$ cat config.mk
export PLATFORM = sky130hd
export DESIGN_NAME = spi_xfer_ctrl
export DESIGN_NICKNAME = d
export VERILOG_FILES = /design/src/rtl/spi_xfer_ctrl.sv
export SDC_FILE = /design/constraint.sdc
export NUM_CORES = 1
export LEC_CHECK = 0
export CAP_MARGIN = 20
export CORE_MARGIN = 2
export CORE_UTILIZATION = 59
export DETAILED_ROUTE_END_ITERATION = 6
export PLACE_DENSITY_LB_ADDON = 0.1
export SLEW_MARGIN = 20
export SYNTH_ARGS = -nofsm -noshare
export SYNTH_HDL_FRONTEND = slang
export SYNTH_SLANG_ARGS = --single-unit
$ cat constraint.sdc
create_clock -name clk_i -period 4.2 [get_ports clk_i]
set_clock_uncertainty 0.15 [all_clocks]
set_input_delay 0.84 -clock clk_i [delete_from_list [all_inputs] [get_ports clk_i]]
set_output_delay 0.84 -clock clk_i [all_outputs]
set_load 0.02 [all_outputs]
$ cat src/rtl/spi_xfer_ctrl.sv
// SPI transfer sequencer: buffers TX bytes, feeds the byte engine one byte at a time,
// collects RX bytes and frames the transfer with an active-low chip select.
//
// state | meaning
// IDLE  | waiting for a command; csb_o may still be low from a keep_cs command
// LEAD  | csb_o low, counting the lead gap before the first byte
// ISSUE | waiting for a TX byte and RX room before starting a byte
// XFER  | byte in flight at the engine, start_o and tx_byte_o held
// TRAIL | last byte done, counting the trail gap before releasing csb_o
module spi_xfer_ctrl #(
   parameter int unsigned TxDepth       = 8,
   parameter int unsigned RxDepth       = 8,
   parameter int unsigned CsLeadCycles  = 4,
   parameter int unsigned CsTrailCycles = 4
) (
   input  logic       clk_i,
   input  logic       rst_i,
   input  logic       cmd_valid_i,
   output logic       cmd_ready_o,
   input  logic [7:0] cmd_len_i,
   input  logic       cmd_keep_cs_i,
   input  logic       tx_valid_i,
   output logic       tx_ready_o,
   input  logic [7:0] tx_data_i,
   output logic       rx_valid_o,
   input  logic       rx_ready_i,
   output logic [7:0] rx_data_o,
   output logic       start_o,
   output logic [7:0] tx_byte_o,
   input  logic [7:0] rx_byte_i,
   input  logic       byte_done_i,
   output logic       csb_o,
   output logic       busy_o
);

   localparam int unsigned TxAw     = $clog2(TxDepth);
   localparam int unsigned RxAw     = $clog2(RxDepth);
   localparam int unsigned TimerMax = (CsLeadCycles > CsTrailCycles) ? CsLeadCycles : CsTrailCycles;
   localparam int unsigned TimerW   = $clog2(TimerMax + 1);
   // The ISSUE cycle is the last lead cycle, so LEAD itself runs CsLeadCycles-1 cycles.
   localparam logic [TimerW-1:0] LeadLoad  = TimerW'((CsLeadCycles > 1) ? CsLeadCycles - 2 : 0);
   localparam logic [TimerW-1:0] TrailLoad = TimerW'(CsTrailCycles - 1);

   typedef enum logic [2:0] {IDLE, LEAD, ISSUE, XFER, TRAIL} state_e;

   state_e            state_q, state_d;
   logic              csb_q, csb_d;
   logic              start_q, start_d;
   logic [7:0]        tx_byte_q, tx_byte_d;
   logic [8:0]        remaining_q, remaining_d;
   logic              keep_cs_q, keep_cs_d;
   logic [TimerW-1:0] timer_q, timer_d;
   logic              byte_done_q;
   logic              done_pulse;
   logic              issue_ok;
   logic              in_flight;

   logic [7:0]      tx_mem [TxDepth];
   logic [TxAw-1:0] tx_wptr, tx_rptr;
   logic [TxAw:0]   tx_count;
   logic            tx_wr, tx_pop;

   logic [7:0]      rx_mem [RxDepth];
   logic [RxAw-1:0] rx_wptr, rx_rptr;
   logic [RxAw:0]   rx_count;
   logic [RxAw+1:0] rx_level;
   logic            rx_push, rx_pop;

   assign tx_ready_o = (tx_count != (TxAw+1)'(TxDepth));
   assign tx_wr      = tx_valid_i & tx_ready_o;

   always_ff @(posedge clk_i) begin
      if (tx_wr) tx_mem[tx_wptr] <= tx_data_i;
   end

   always_ff @(posedge clk_i or posedge rst_i) begin
      if (rst_i) begin
         tx_wptr  <= '0;
         tx_rptr  <= '0;
         tx_count <= '0;
      end else begin
         if (tx_wr)  tx_wptr <= tx_wptr + TxAw'(1);
         if (tx_pop) tx_rptr <= tx_rptr + TxAw'(1);
         case ({tx_wr, tx_pop})
            2'b10:   tx_count <= tx_count + (TxAw+1)'(1);
            2'b01:   tx_count <= tx_count - (TxAw+1)'(1);
            default: tx_count <= tx_count;
         endcase
      end
   end

   assign rx_valid_o = (rx_count != '0);
   assign rx_pop     = rx_valid_o & rx_ready_i;
   assign rx_data_o  = rx_valid_o ? rx_mem[rx_rptr] : 8'h00;

   always_ff @(posedge clk_i) begin
      if (rx_push) rx_mem[rx_wptr] <= rx_byte_i;
   end

   always_ff @(posedge clk_i or posedge rst_i) begin
      if (rst_i) begin
         rx_wptr  <= '0;
         rx_rptr  <= '0;
         rx_count <= '0;
      end else begin
         if (rx_push) rx_wptr <= rx_wptr + RxAw'(1);
         if (rx_pop)  rx_rptr <= rx_rptr + RxAw'(1);
         case ({rx_push, rx_pop})
            2'b10:   rx_count <= rx_count + (RxAw+1)'(1);
            2'b01:   rx_count <= rx_count - (RxAw+1)'(1);
            default: rx_count <= rx_count;
         endcase
      end
   end

   // A byte in XFER still owns an RX slot until its push lands, so RX can never overflow.
   assign in_flight  = (state_q == XFER);
   assign rx_level   = {1'b0, rx_count} + {{(RxAw+1){1'b0}}, in_flight};
   assign issue_ok   = (tx_count != '0) && (rx_level < (RxAw+2)'(RxDepth));
   assign done_pulse = byte_done_i & ~byte_done_q;

   always_comb begin
      state_d     = state_q;
      csb_d       = csb_q;
      start_d     = start_q;
      tx_byte_d   = tx_byte_q;
      remaining_d = remaining_q;
      keep_cs_d   = keep_cs_q;
      timer_d     = timer_q;
      tx_pop      = 1'b0;
      rx_push     = 1'b0;
      cmd_ready_o = 1'b0;
      case (state_q)
         IDLE: begin
            cmd_ready_o = 1'b1;
            if (cmd_valid_i) begin
               remaining_d = {1'b0, cmd_len_i} + 9'd1;
               keep_cs_d   = cmd_keep_cs_i;
               csb_d       = 1'b0;
               timer_d     = LeadLoad;
               if (!csb_q || (CsLeadCycles < 2)) state_d = ISSUE;
               else                              state_d = LEAD;
            end
         end
         LEAD: begin
            if (timer_q == '0) state_d = ISSUE;
            else               timer_d = timer_q - TimerW'(1);
         end
         ISSUE: begin
            if (issue_ok) begin
               tx_pop    = 1'b1;
               tx_byte_d = tx_mem[tx_rptr];
               start_d   = 1'b1;
               state_d   = XFER;
            end
         end
         XFER: begin
            if (done_pulse) begin
               rx_push     = 1'b1;
               remaining_d = remaining_q - 9'd1;
               if (remaining_q == 9'd1) begin
                  start_d = 1'b0;
                  timer_d = TrailLoad;
                  state_d = keep_cs_q ? IDLE : TRAIL;
               end else if (issue_ok) begin
                  tx_pop    = 1'b1;
                  tx_byte_d = tx_mem[tx_rptr];
               end else begin
                  start_d = 1'b0;
                  state_d = ISSUE;
               end
            end
         end
         TRAIL: begin
            if (timer_q == '0) begin
               csb_d   = 1'b1;
               state_d = IDLE;
            end else begin
               timer_d = timer_q - TimerW'(1);
            end
         end
         default: state_d = IDLE;
      endcase
   end

   always_ff @(posedge clk_i or posedge rst_i) begin
      if (rst_i) begin
         state_q     <= IDLE;
         csb_q       <= 1'b1;
         start_q     <= 1'b0;
         tx_byte_q   <= 8'h00;
         remaining_q <= 9'd0;
         keep_cs_q   <= 1'b0;
         timer_q     <= '0;
         byte_done_q <= 1'b0;
      end else begin
         state_q     <= state_d;
         csb_q       <= csb_d;
         start_q     <= start_d;
         tx_byte_q   <= tx_byte_d;
         remaining_q <= remaining_d;
         keep_cs_q   <= keep_cs_d;
         timer_q     <= timer_d;
         byte_done_q <= byte_done_i;
      end
   end

   assign csb_o     = csb_q;
   assign start_o   = start_q;
   assign tx_byte_o = tx_byte_q;
   assign busy_o    = (state_q != IDLE);

endmodule

[Yosys cells after proc, flatten, opt, wreduce, memory -nomap -nowiden]
Memory sizes are Yosys's and may differ from the RTL's.
Cells that the tools add are included.
Word-level totals
  output and inout port bits: 22
  input bits: 31
  bits in latches: 0
  register bits after elaboration: 47
  ROM bits: 0
  memories: 2
  memory bits (writable): 128
Operators by class
  eq/ne operators: 19
  reduce and logical (&&, ||, !) cells: 20
  mux-type cells: 44
  $mul: 0
  order comparisons: 1
  bitwise logic cells: 4
  div/mod/pow operators: 0
  shifts and indexed selects: 0
  add/subtract/negate cells: 12
Memories
  rx_mem: depth 8, width 8, read ports 1, clocked after memory_dff 0, write ports 1, RTL line 63  | logic [7:0] rx_mem [RxDepth];
  tx_mem: depth 8, width 8, read ports 1, clocked after memory_dff 0, write ports 1, RTL line 58  | logic [7:0] tx_mem [TxDepth];
Operator list (count)
  $mux 3: 12
  $mux 8: 4
  $mux 9: 2
  $pmux 9 s2: 1
  $mux 1: 16
  $pmux 4 s2: 2
  $pmux 8 s2: 1
  $pmux 3 s5: 1
  $ne 2x2->1 const B: 7
  $add 3x1->3 const B: 4
  $reduce_bool 2->1: 5
  $add 8x1->9 const B: 1
  $eq 9x1->1 const B: 1
  $pmux 3 s3: 1
  $reduce_and 3->1: 3
  $sub 9x1->9 const B: 1
  $add 4x1->4 const B: 2
  $reduce_bool 4->1: 2
  $sub 4x1->4 const B: 2
  $eq 3x2->1 const B: 2
  $logic_not 3->1: 2
  $pmux 1 s2: 3
  $reduce_and 6->1: 1
  $reduce_bool 3->1: 2
  18 further kinds: 22

[Logic depth before layout (Yosys ltp)]
Gate-level depths: netlist of run 1.
  word-level depth: 10
  mapped depth: 15

[Worst setup path before layout of run 1]
Ideal clock, no wire load.
  path kind: register to register
  start point: register remaining_q[3]
  end point: register tx_count[3]
  stages on the path, launching flop included: 14
  library setup time: 0.125 ns
  data arrival time: 2.739 ns
  period minus slack after synthesis: 3.014 ns
  required time: 3.925 ns
  setup slack: 1.186 ns
  path through: dfrtp_1 -> or4_4 -> nor4_2 -> o21ai_1 -> nand2_1 -> buf_6 -> inv_1 -> ha_1 -> ha_1 -> a21o_1 -> a21oi_1 -> xnor2_1 -> nor2_1 -> xor2_1
On the way
  word-level cells in the longest chain between the ends: 6
  elaborated cells between the ends (all ways): 8
  classes of those cells: eq/ne: 3; mux: 4; reduce/logical: 1
Ends and longest elaborated chain
  from (decl): RTL line 50  | logic [8:0] remaining_q, remaining_d;
  from (signal assigned): RTL line 201  | remaining_q <= remaining_d;
  $eq 9x1->1 *: RTL line 161  | if (remaining_q == 9'd1) begin
  $mux 1 *: RTL line 161
  $mux 1 *: RTL line 158  | if (done_pulse) begin
  $pmux 1 s2 *: RTL line 133  | case (state_q)
  named net tx_pop: RTL line 61  | logic tx_wr, tx_pop;
  $eq 2x1->1 or $eq 2x2->1 (tied branches): RTL line 84  | case ({tx_wr, tx_pop})
  $pmux 4 s2 or $reduce_bool 2->1 (tied branches)
  to (signal assigned): RTL line 85  | 2'b10: tx_count <= tx_count + (TxAw+1)'(1);
  to (signal assigned): RTL line 86  | 2'b01: tx_count <= tx_count - (TxAw+1)'(1);
  to (signal assigned): RTL line 87  | default: tx_count <= tx_count;
  to (decl): RTL line 60  | logic [TxAw:0] tx_count;
Mark *: on every way through the listed nets, which the timed path passes. The rest lies on a longest branch.
A chain may end at the register's enable or synchronous reset.

[Worst setup path in the final report of run 1]
  start point: register rx_rptr[1]
  end point: output port rx_data_o[6]
On the way
  word-level cells in the longest chain between the ends: 2
Ends and longest elaborated chain
  from (decl): RTL line 64  | logic [RxAw-1:0] rx_wptr, rx_rptr;
  from (signal assigned): RTL line 107  | if (rx_pop) rx_rptr <= rx_rptr + RxAw'(1);
  $mem_v2 8x8
  $mux 8: RTL line 94  | assign rx_data_o = rx_valid_o ? rx_mem[rx_rptr] : 8'h00;
  to (decl): RTL line 27  | output logic [7:0] rx_data_o,
Every way passes these cells.

==> metrics.txt, run 1 <==
status completed; routed length per instance 18.99 um; # IOs 53; Crit. End Element output pin; Hold Crit Class reg -> reg; DRC violations left 0; Clock transition at path regs 70 ps; Peak VDD IR 0.4018 mV; die area 13,840 um2; WP data required 3210 ps; Std-Cell Rows 41; Met1 Wirelength 5741 um; most frequent cells in the layout 128 x edfxtp_1, 52 x clkdlybuf4s50_1, 46 x dfrtp_1; Post-synth ARST share 26.86%; Worst Max-Slew Pin Slew 985.3 ps; Final min period 3557 ps; post_cts resized 0; net switching power 2.112 mW; Seq cells post-synth 175; RD Place Congestion 0.8180; Fill cells 853; Crit Path Category reg -> out; Ys Warns 0; Antenna Violating Nets Remaining 0; area growth from synthesis to layout 18.07%; fin crit share 84.69%; most common cell after layout, fill and taps aside edfxtp_1; final setup violation count 0; RSZ-0062 raised after global routing no; Critical Path Start Type register; Gate power share 33.9%; worst path arrival time 2570 ps; clock sink count 175; Post-CTS Repair Setup Buffers 0; initial core utilization 60.37%; final net count 598; sequential share of power 40.7%; largest net degree at the start of global routing 48; H-Tree Depth 4; Total Power 6.379 mW; Max-Cap Viols 0; Post-Syn Area 7619 um2; Clk Latency, worst-skew pair 430 ps; Post-Synthesis Cells 485; Cell Int Power 4.267 mW; grt total ovfl 0; clock network power share 25.5%; fmax 0.2811 GHz; Final Hold Vio Count 0; CTS Buf Count 17; DR WL met2 7300 um; pins over their slew limit 0; vias 4,222; Lkg Pwr 3.254 nW; Port Buffers 52; Core Area 12,620 um2; DP Worst Slack 551.0 ps; first-pass GRT wire length 23,170 um; Synth Flop Type edfxtp_1; vias in the first global route 4,400; initial antenna violation count 0; max_slew headroom 34.31%; Setup WS post-layout 643.0 ps; Pre-Repair DR Iteration Count 5; register area share after synthesis 65.91%; Avg Inst Size Synth 15.71 um2; wire length on met3 734 um; Die X 117.6 um; synth unique cells 59; Vias/cell 5.744; DR iter-0 viols 344; Die H 117.6 um; Total Neg Setup Slack 0 ps; number of diodes 0; layout cells sized above 1 18.12%; Total Wirelength 13,960 um; Hold Buf Count CTS 0; crit-path max FO 18; DP HPWL 9013 um; syn_nets 533; CTS tree built; DR top layer met4; Total Routing Usage GR 21.94%; Sw Ratio 33.11%; Clock Path Buffers 2; PD cells 709.2 nW/um2; Post-synth EDFFs 128; CTS root buf clkbuf_16
[cell families (layout without fill, tap and decap cells)]
logic type / count (synthesis) / in the layout / synth area share, %
buffers and inverters: 37 / 115 / 2.086
AOI/OAI and AO/OA: 55 / 55 / 4.664
DFF: 175 / 175 / 65.91
adders and majority gates: 17 / 17 / 2.989
muxes: 62 / 62 / 13.71
and+or+nand+nor: 118 / 118 / 8.228
xor gates and xnor gates: 21 / 21 / 2.414
[cell usage after synthesis (7+ instances only)]
cell	number	area, um2
nand3_1	9	45.04
buf_2	7	35.03
mux2_1	8	90.09
nor3_1	12	60.06
mux2i_1	11	110.1
o21ai_0	18	90.09
xor2_1	8	70.07
edfxtp_1	128	3844
nand2b_1	9	56.30
ha_1	15	187.7
nand2_1	30	112.6
dfrtp_1	46	1151
clkbuf_1	8	30.03
mux4_2	32	720.7
xnor2_1	13	113.9
inv_1	15	56.30
nor2_1	29	108.9
mux2_2	11	123.9
a21oi_1	13	65.06
[path summary, 6_finish.rpt]
| check | start | slack, ps | to | cells after the start |
|---|---|---|---|---|
| max | rx_rptr[1] | 640 | rx_data_o[6] | 4 |
| min | keep_cs_q | 330 | state_q[2] | 1 |
| max reg2reg | remaining_q[3] | 700 | tx_count[3] | 13 |
| min reg2reg | keep_cs_q | 330 | state_q[2] | 1 |
| max in group asynchronous | rst_i | 2630 | rx_rptr[0] | 2 |
| min in group asynchronous | rst_i | 770 | tx_byte_o[6] | 2 |
[worst max-delay path, cell delays in order (launching register included)]
cell             delay, ps
dfrtp_1                840
mux4_2                 420
mux2i_1                200
nor2_1                  80
clkdlybuf4s50_1        590
[final cells by class]
cell class / instances / area, um2 / area share (%)
clock buffers: 19 / 432.9 / 4.813
clock inverters: 13 / 176.4 / 1.961
inverters: 17 / 65.06 / 0.7233
multi-input cells: 273 / 2439 / 27.11
flip-flops and latches: 175 / 5021 / 55.82
well taps: 172 / 215.2 / 2.393
repair buffers: 66 / 645.6 / 7.178
[metal layers]
layer	up-vias	track usage, %
met5	-	0
met4	0	7.229
met3	16	5.766
met2	123	36.77
met1	2096	28.16
li1	1987	-
[through the flow]
step | cells | utilization [%] | hold slack, ps | cell area [um2]
after detailed placement | 703 | 66.44 | 313.9 | 8384
after global placement | 702 | 66.22 | 311.2 | 8357
after floorplan | 485 | - | 292.3 | 7619
final | 735 | 71.28 | 326.4 | 8995
after CTS | 735 | 71.27 | 327.0 | 8994
after global routing | 735 | 71.28 | 340.4 | 8995
[flip-flops by register name, summed over array words and instances, names as in the netlist, 3 cells and up]
name	flops
tx_rptr	3
rx_rptr	3
rx_count	4
rx_wptr	3
tx_byte_o	8
remaining_q	9
rx_mem	64
tx_mem	64
state_q	3
tx_wptr	3
timer_q	3
tx_count	4
[power groups by stage]
stage / sequential, mW / clock (mW) / combinational [mW]
after global routing: 2.65 / 1.72 / 2.38
final: 2.59 / 1.63 / 2.16
after global placement: 2.63 / 0 / 2.04
after floorplan: 2.46 / 0 / 1.63
after CTS: 2.59 / 1.64 / 2.19
after detailed placement: 2.63 / 0 / 2.17
No activity file was read; power rests on OpenSTA's default activity.
==> run 2: changes to the inputs <==
--- a/config.mk
+++ b/config.mk
@@ -7,7 +7,7 @@
 export LEC_CHECK = 0
 export CAP_MARGIN = 20
 export CORE_MARGIN = 2
-export CORE_UTILIZATION = 59
+export CORE_UTILIZATION = 53
 export DETAILED_ROUTE_END_ITERATION = 6
 export PLACE_DENSITY_LB_ADDON = 0.1
 export SLEW_MARGIN = 20
==> constraint.sdc (replaced) <==
create_clock -name clk_i -period 2.9 [get_ports clk_i]
set_clock_uncertainty 0.15 [all_clocks]
set_input_delay 0.58 -clock clk_i [delete_from_list [all_inputs] [get_ports clk_i]]
set_output_delay 0.58 -clock clk_i [all_outputs]
set_load 0.02 [all_outputs]
==> run 2 against run 1 <==
Compared with the run above: non-clock buffer count up 36; sequential cell count unchanged; register-to-register slack worse by 570 ps; critical path depth up 1; sequential power rose by 40%; sequential share of layout area down 2.0 points.
==> metrics.txt, run 2 (same netlist as run 1, synthesis figures left out) <==
status completed; layout cells sized above 1 24.37% (+6.3 points); CTS root buf clkbuf_16; sequential share of power 38.6% (-2.1 points); Total Wirelength 14,140 um (+1.3%); Clk Latency, worst-skew pair 420 ps (about the same); clock network power share 24.6% (-0.9 points); max_slew headroom 44.24% (+9.9 points); Critical Path Start Type register; R2R setup slack 130 ps (-570 ps); die area 15,350 um2 (+11%); Pre-Repair DR Iteration Count 4 (-1); net switching power 3.079 mW (+46%); Max-Cap Viols 0 (unchanged); vias 4,360 (+3.3%); Vias/cell 5.597 (-2.6%); Hold Path Sink state_q[2]; PD cells 1009 nW/um2 (+42%); top flop regs rx_mem: 64 flops, tx_mem: 64 flops, remaining_q: 9 flops; Final Hold Vio Count 0 (unchanged); initial antenna violation count 0 (unchanged); pins over their slew limit 0 (unchanged); number of diodes 0 (unchanged); Reg2Reg Launch Point remaining_q[1]; fmax 0.3541 GHz; Clock Path Buffers 2 (unchanged); first-pass GRT wire length 22,580 um (-2.6%); RD Place Congestion 0.8182 (about the same); Total Routing Usage GR 20.12% (-1.8 points); Clock transition at path regs 60 ps (about the same); DP Worst Slack -179.0 ps (-730.0 ps); Die X 123.9 um (+5.3%); Crit. End Element output pin; area growth from synthesis to layout 22.38%; CTS Buf Count 17 (unchanged); Antenna Violating Nets Remaining 0 (unchanged); Port Buffers 52 (unchanged); CP Cell Sequence buf_12 > mux4_2 > mux2i_2 > nor2_1 > dlygate4sd2_1; DR iter-0 viols 291 (-15%); Lkg Pwr 3.469 nW (+6.6%); Setup WS post-layout 75.75 ps (-567.3 ps); Crit path max-delay family multiplexers; Crit Path Category reg -> out; grt total ovfl 0 (unchanged); crit-path max FO 9 (-9); most common cell after layout, fill and taps aside edfxtp_1; Hold Buf Count CTS 0 (unchanged); Std-Cell Rows 43 (+4.9%); Cell Int Power 6.332 mW (+48%); DRC violations left 0 (unchanged); CTS tree built; largest net degree at the start of global routing 28 (-42%); most frequent cells in the layout 128 x edfxtp_1, 46 x buf_4, 45 x dfrtp_1; Sw Ratio 32.72% (-0.39 points); Final min period 2824 ps; Peak VDD IR 0.6728 mV (+67%); WP buf/inv 2 (+1); fin crit share 97.39%; routed length per instance 18.15 um (-4.4%); Worst Max-Slew Pin Slew 836.3 ps (-148.9 ps); Hold Crit Class reg -> reg; initial core utilization 54.67% (-5.7 points); worst path arrival time 2090 ps (-480 ps); WP data required 2170 ps (-1040 ps); hold slack 324.2 ps (-2.192 ps); Gate power share 36.8% (+2.9 points); DP HPWL 9436 um (+4.7%); clock sink count 175 (unchanged); H-Tree Depth 4 (unchanged); vias in the first global route 4,424 (+0.55%); hold path depth 1 (unchanged); reg2reg end tx_count[3]; max incr delay on CP 520 ps (-320 ps); # IOs 53 (unchanged); final net count 634 (+6.0%); critical path depth 5 (+1); Crit-path slowest cell mux4_2; final setup violation count 0 (unchanged); HP Start keep_cs_q; Core Area 13,930 um2 (+10%); FF-to-FF path depth 14 (+1); Die H 123.9 um (+5.3%)
-- run 2: cell types whose count changed in the layout (fill, tap and decap cells not counted), moves of 2 or more --
cell	change
buf_12	+3
inv_2	+2
clkinv_2	+2
clkdlybuf4s50_1	-8
clkinv_4	-2
dlygate4sd2_1	+8
buf_4	+33
-- run 2: area by class of cell --
type / count / area (um2)
Tap cell: 180 / 225.2
Timing Repair Buffer: 102 / 940.9
Fill cell: 977 / 4611
Multi-Input combinational cell: 273 / 2464
Inverter: 17 / 63.81
Sequential cell: 175 / 5022
Clock inverter: 14 / 178.9
Clock buffer: 18 / 429.2
-- run 2: routing by layer --
metal	vias to the layer above	part of all wire, %	track usage (%)
met2	94	50	33.04
met4	0	1.3	6.742
li1	2059	-	-
met1	2193	44	27.06
met5	-	0	0
met3	14	4.3	4.304
-- run 2: what timing repair did --
item	CTS	global route
gates cloned	0	1
setup endpoints to repair	9	2
pin swaps	2	1
buffers inserted	2	3
gates resized for setup	8	6
-- run 2: worst max path at each step --
stage,startpoint,slack [ps],to
final,rx_rptr[0],80,rx_data_o[7]
after global routing,remaining_q[1],-20,tx_count[3]
after CTS,remaining_q[3],10,tx_count[3]
after detailed placement,byte_done_i,-180,rx_count[3]
after global placement,byte_done_i,-170,rx_count[3]
after floorplan,remaining_q[4],60,tx_count[3]
-- run 2: power groups by stage --
| stage | registers (mW) | clock network [mW] | logic (mW) |
|---|---|---|---|
| 3_5_place_dp | 3.68 | 0 | 3.48 |
| 2_1_floorplan | 3.57 | 0 | 2.37 |
| 3_3_place_gp | 3.64 | 0 | 3.39 |
| 4_1_cts | 3.63 | 2.37 | 3.43 |
| 6_report | 3.63 | 2.32 | 3.46 |
| 5_1_grt | 3.70 | 2.46 | 3.85 |
-- run 2: stage by stage --
step	cells	cell area [um2]	setup TNS (ps)	util (%)	total power [mW]
detailed placement	741	8650	-273.5	62.07	7.161
finish	779	9324	0	66.91	9.411
CTS	775	9263	0	66.47	9.425
global route	779	9324	-26.34	66.91	10.01
global placement	741	8650	-227.5	62.07	7.032
floorplan	485	7631	0	-	5.942
-- run 2: worst register-to-register path, cell delays in order (launching register included) --
cell and delay, ps:
dfrtp_1 390, inv_2 70, ha_1 140, or2b_4 280
nor4_4 250, o21ai_2 90, nand2_2 100, inv_1 50
ha_1 200, ha_1 270, a21o_1 190, a21oi_2 140
xnor2_1 120, nor2_1 60, xor2_1 140
==> RTL change, RTL diff (flow settings as in run 2) <==
`tx_byte_q` no longer has a reset.
--- a/src/rtl/spi_xfer_ctrl.sv
+++ b/src/rtl/spi_xfer_ctrl.sv
@@ -188,7 +188,6 @@
          state_q     <= IDLE;
          csb_q       <= 1'b1;
          start_q     <= 1'b0;
-         tx_byte_q   <= 8'h00;
          remaining_q <= 9'd0;
          keep_cs_q   <= 1'b0;
          timer_q     <= '0;
@@ -197,7 +196,6 @@
          state_q     <= state_d;
          csb_q       <= csb_d;
          start_q     <= start_d;
-         tx_byte_q   <= tx_byte_d;
          remaining_q <= remaining_d;
          keep_cs_q   <= keep_cs_d;
          timer_q     <= timer_d;
@@ -205,6 +203,10 @@
       end
    end
 
+   always_ff @(posedge clk_i) begin
+      tx_byte_q <= tx_byte_d;
+   end
+
    assign csb_o     = csb_q;
    assign start_o   = start_q;
    assign tx_byte_o = tx_byte_q;
Behaviour: differs if rst_i is asserted again (counterexample within 10 cycles, from zero or initial values and one cycle with rst_i high); with rst_i held inactive, the same outputs for 10 cycles.
==> RTL change against run 2 <==
Routed wire length is 2.6% higher; setup slack lost 0.031 ns; via count down 0.44%; final area decreased by 0.11%; non-clock buffer count increased by 1; power down 0.72%; sequential cell count did not move; synthesized area fell by 0.67%; critical endpoint is now tx_count[3]$_DFFE_PP0P_; hold slack improved by 0.0091 ns.
==> RTL change: results <==
synthesis:
  synthMuxAreaShare: 0.127
  ys_types: 53
  synth-compound-area-share: 0.0476
  synth_seq_area_share: 0.669
  synth_enable_flop_cells: 136
  synth_fa_ha_area_frac: 0.0301
  synthesis.nets: 528
  synthTopCellsByArea: "edfxtp_1 54%, dfrtp_1 13%, mux4_2 9.5%"
  async_reset_ff_frac: 0.223
  synth_xor_area_frac: 0.0266
  synth_top_cells_by_count: "136 x edfxtp_1, 38 x dfrtp_1, 32 x mux4_2"
  syn-mean-instance-area_um2: 15.8
  yosys_warnings: 0
  ys.flop_type: "edfxtp_1"
route:
  via_per_inst: 5.59
  via_count: 4341
  wl_per_cell_um: 18.7
  drt_iter0_drc: 363
  dr.pass1.iters: 4
cts:
  numCtsBuffers: 17
  clk-insertion-delay-late_ns: 0.42
  clockBufferDepth: 2
  cts-root-buf: "clkbuf_16"
placed_design:
  dp_cells: 741
  preCtsSetupSlack_ns: -0.205
  dpl_cell_area_mm2: 0.00862
  dp_hpwl_um: 9470
  gp_congestion: 0.817
critical_path:
  max_stage_delay_ns: 0.50
  r2r_slack_ns: 0.04
  path_max_fanout: 3
  critical-path-slowest-cell: "or4b_4"
  r2r_cells: 13
  r2r-end: "tx_count[3]$_DFFE_PP0P_"
  worstPathArrival_ns: 3.01
  crit_family: "simple AND/OR/NAND/NOR gates"
cells_and_area:
  antenna_cells: 0
  largest_registers: "rx_mem (64), tx_mem (64), remaining_q (9)"
  layout-drive-gt1-share: 0.245
  nets: 631
hold_path:
  hold_path_depth: 1
  worstHoldEndpoint: "timer_q[0]$_DFFE_PP0P_"
  hp-start: "timer_q[0]$_DFFE_PP0P_"
global_routing:
  grt_max_degree: 40
  grt_pass1_wl_um: 23100
  grtUsageTotal: 0.206
  antenna_found_initial: 0
  grt_pass1_vias: 4416
power_and_ir_drop:
  p_int_mw: 6.29
  max-vdd-ir-drop_v: 0.000589
  swShare: 0.327
  p_comb_frac: 0.359
  clock_power_share: 0.245
  p_leak_nw: 3.37
status:
  outcome: "finished, final reports clean"
sta:
  maxSlewHeadroom: 0.482
  hold_ws_ns: 0.333
floorplanning:
  start_util: 0.543
-- RTL change: cell families (layout without fill, tap and decap cells) --
family	after synthesis	in the layout
AOI/OAI and AO/OA	61	61
buffers and inverters	35	151
muxes	54	54
DFF	175	175
and+or+nand+nor	115	115
xor gates and xnor gates	23	23
adders and majority gates	17	17
-- RTL change: area by class of cell --
type	instances	area [µm²]
timing repair buffer	103	936
inverter	16	60.1
fill	974	4620
clock buffer	17	425
multi-input combinational	270	2430
sequential	175	5060
clock inverter	15	171
tap	180	225
-- RTL change: layer usage --
layer  vias to the layer above  share of wire  global-route usage
li1                       2052              -                   -
met1                      2212           0.45               0.278
met2                        72           0.51               0.336
met3                         5          0.029              0.0498
met4                         0         0.0053              0.0618
met5                         -              0                   0
-- RTL change: how the worst max path moves through the flow --
stage | end | slack, ns | from | depth (start not counted)
after global routing | tx_count[3]$_DFFE_PP0P_ | -0.10 | remaining_q[1]$_DFFE_PP0P_ | 13
after floorplan | tx_count[3]$_DFFE_PP0P_ | 0.07 | remaining_q[1]$_DFFE_PP0P_ | 13
after CTS | tx_count[3]$_DFFE_PP0P_ | 0.003 | remaining_q[1]$_DFFE_PP0P_ | 13
final | tx_count[3]$_DFFE_PP0P_ | 0.04 | remaining_q[1]$_DFFE_PP0P_ | 13
after global placement | tx_count[3]$_DFFE_PP0P_ | -0.08 | byte_done_i | 13
after detailed placement | tx_count[3]$_DFFE_PP0P_ | -0.20 | byte_done_i | 13
-- RTL change: timing repair --
item,CTS,global route
gates resized for setup,12,8
setup endpoints to repair,9,3
gates cloned,0,1
setup buffers,1,1
pin swaps,3,7
endpoints found under the hold margin,0,0
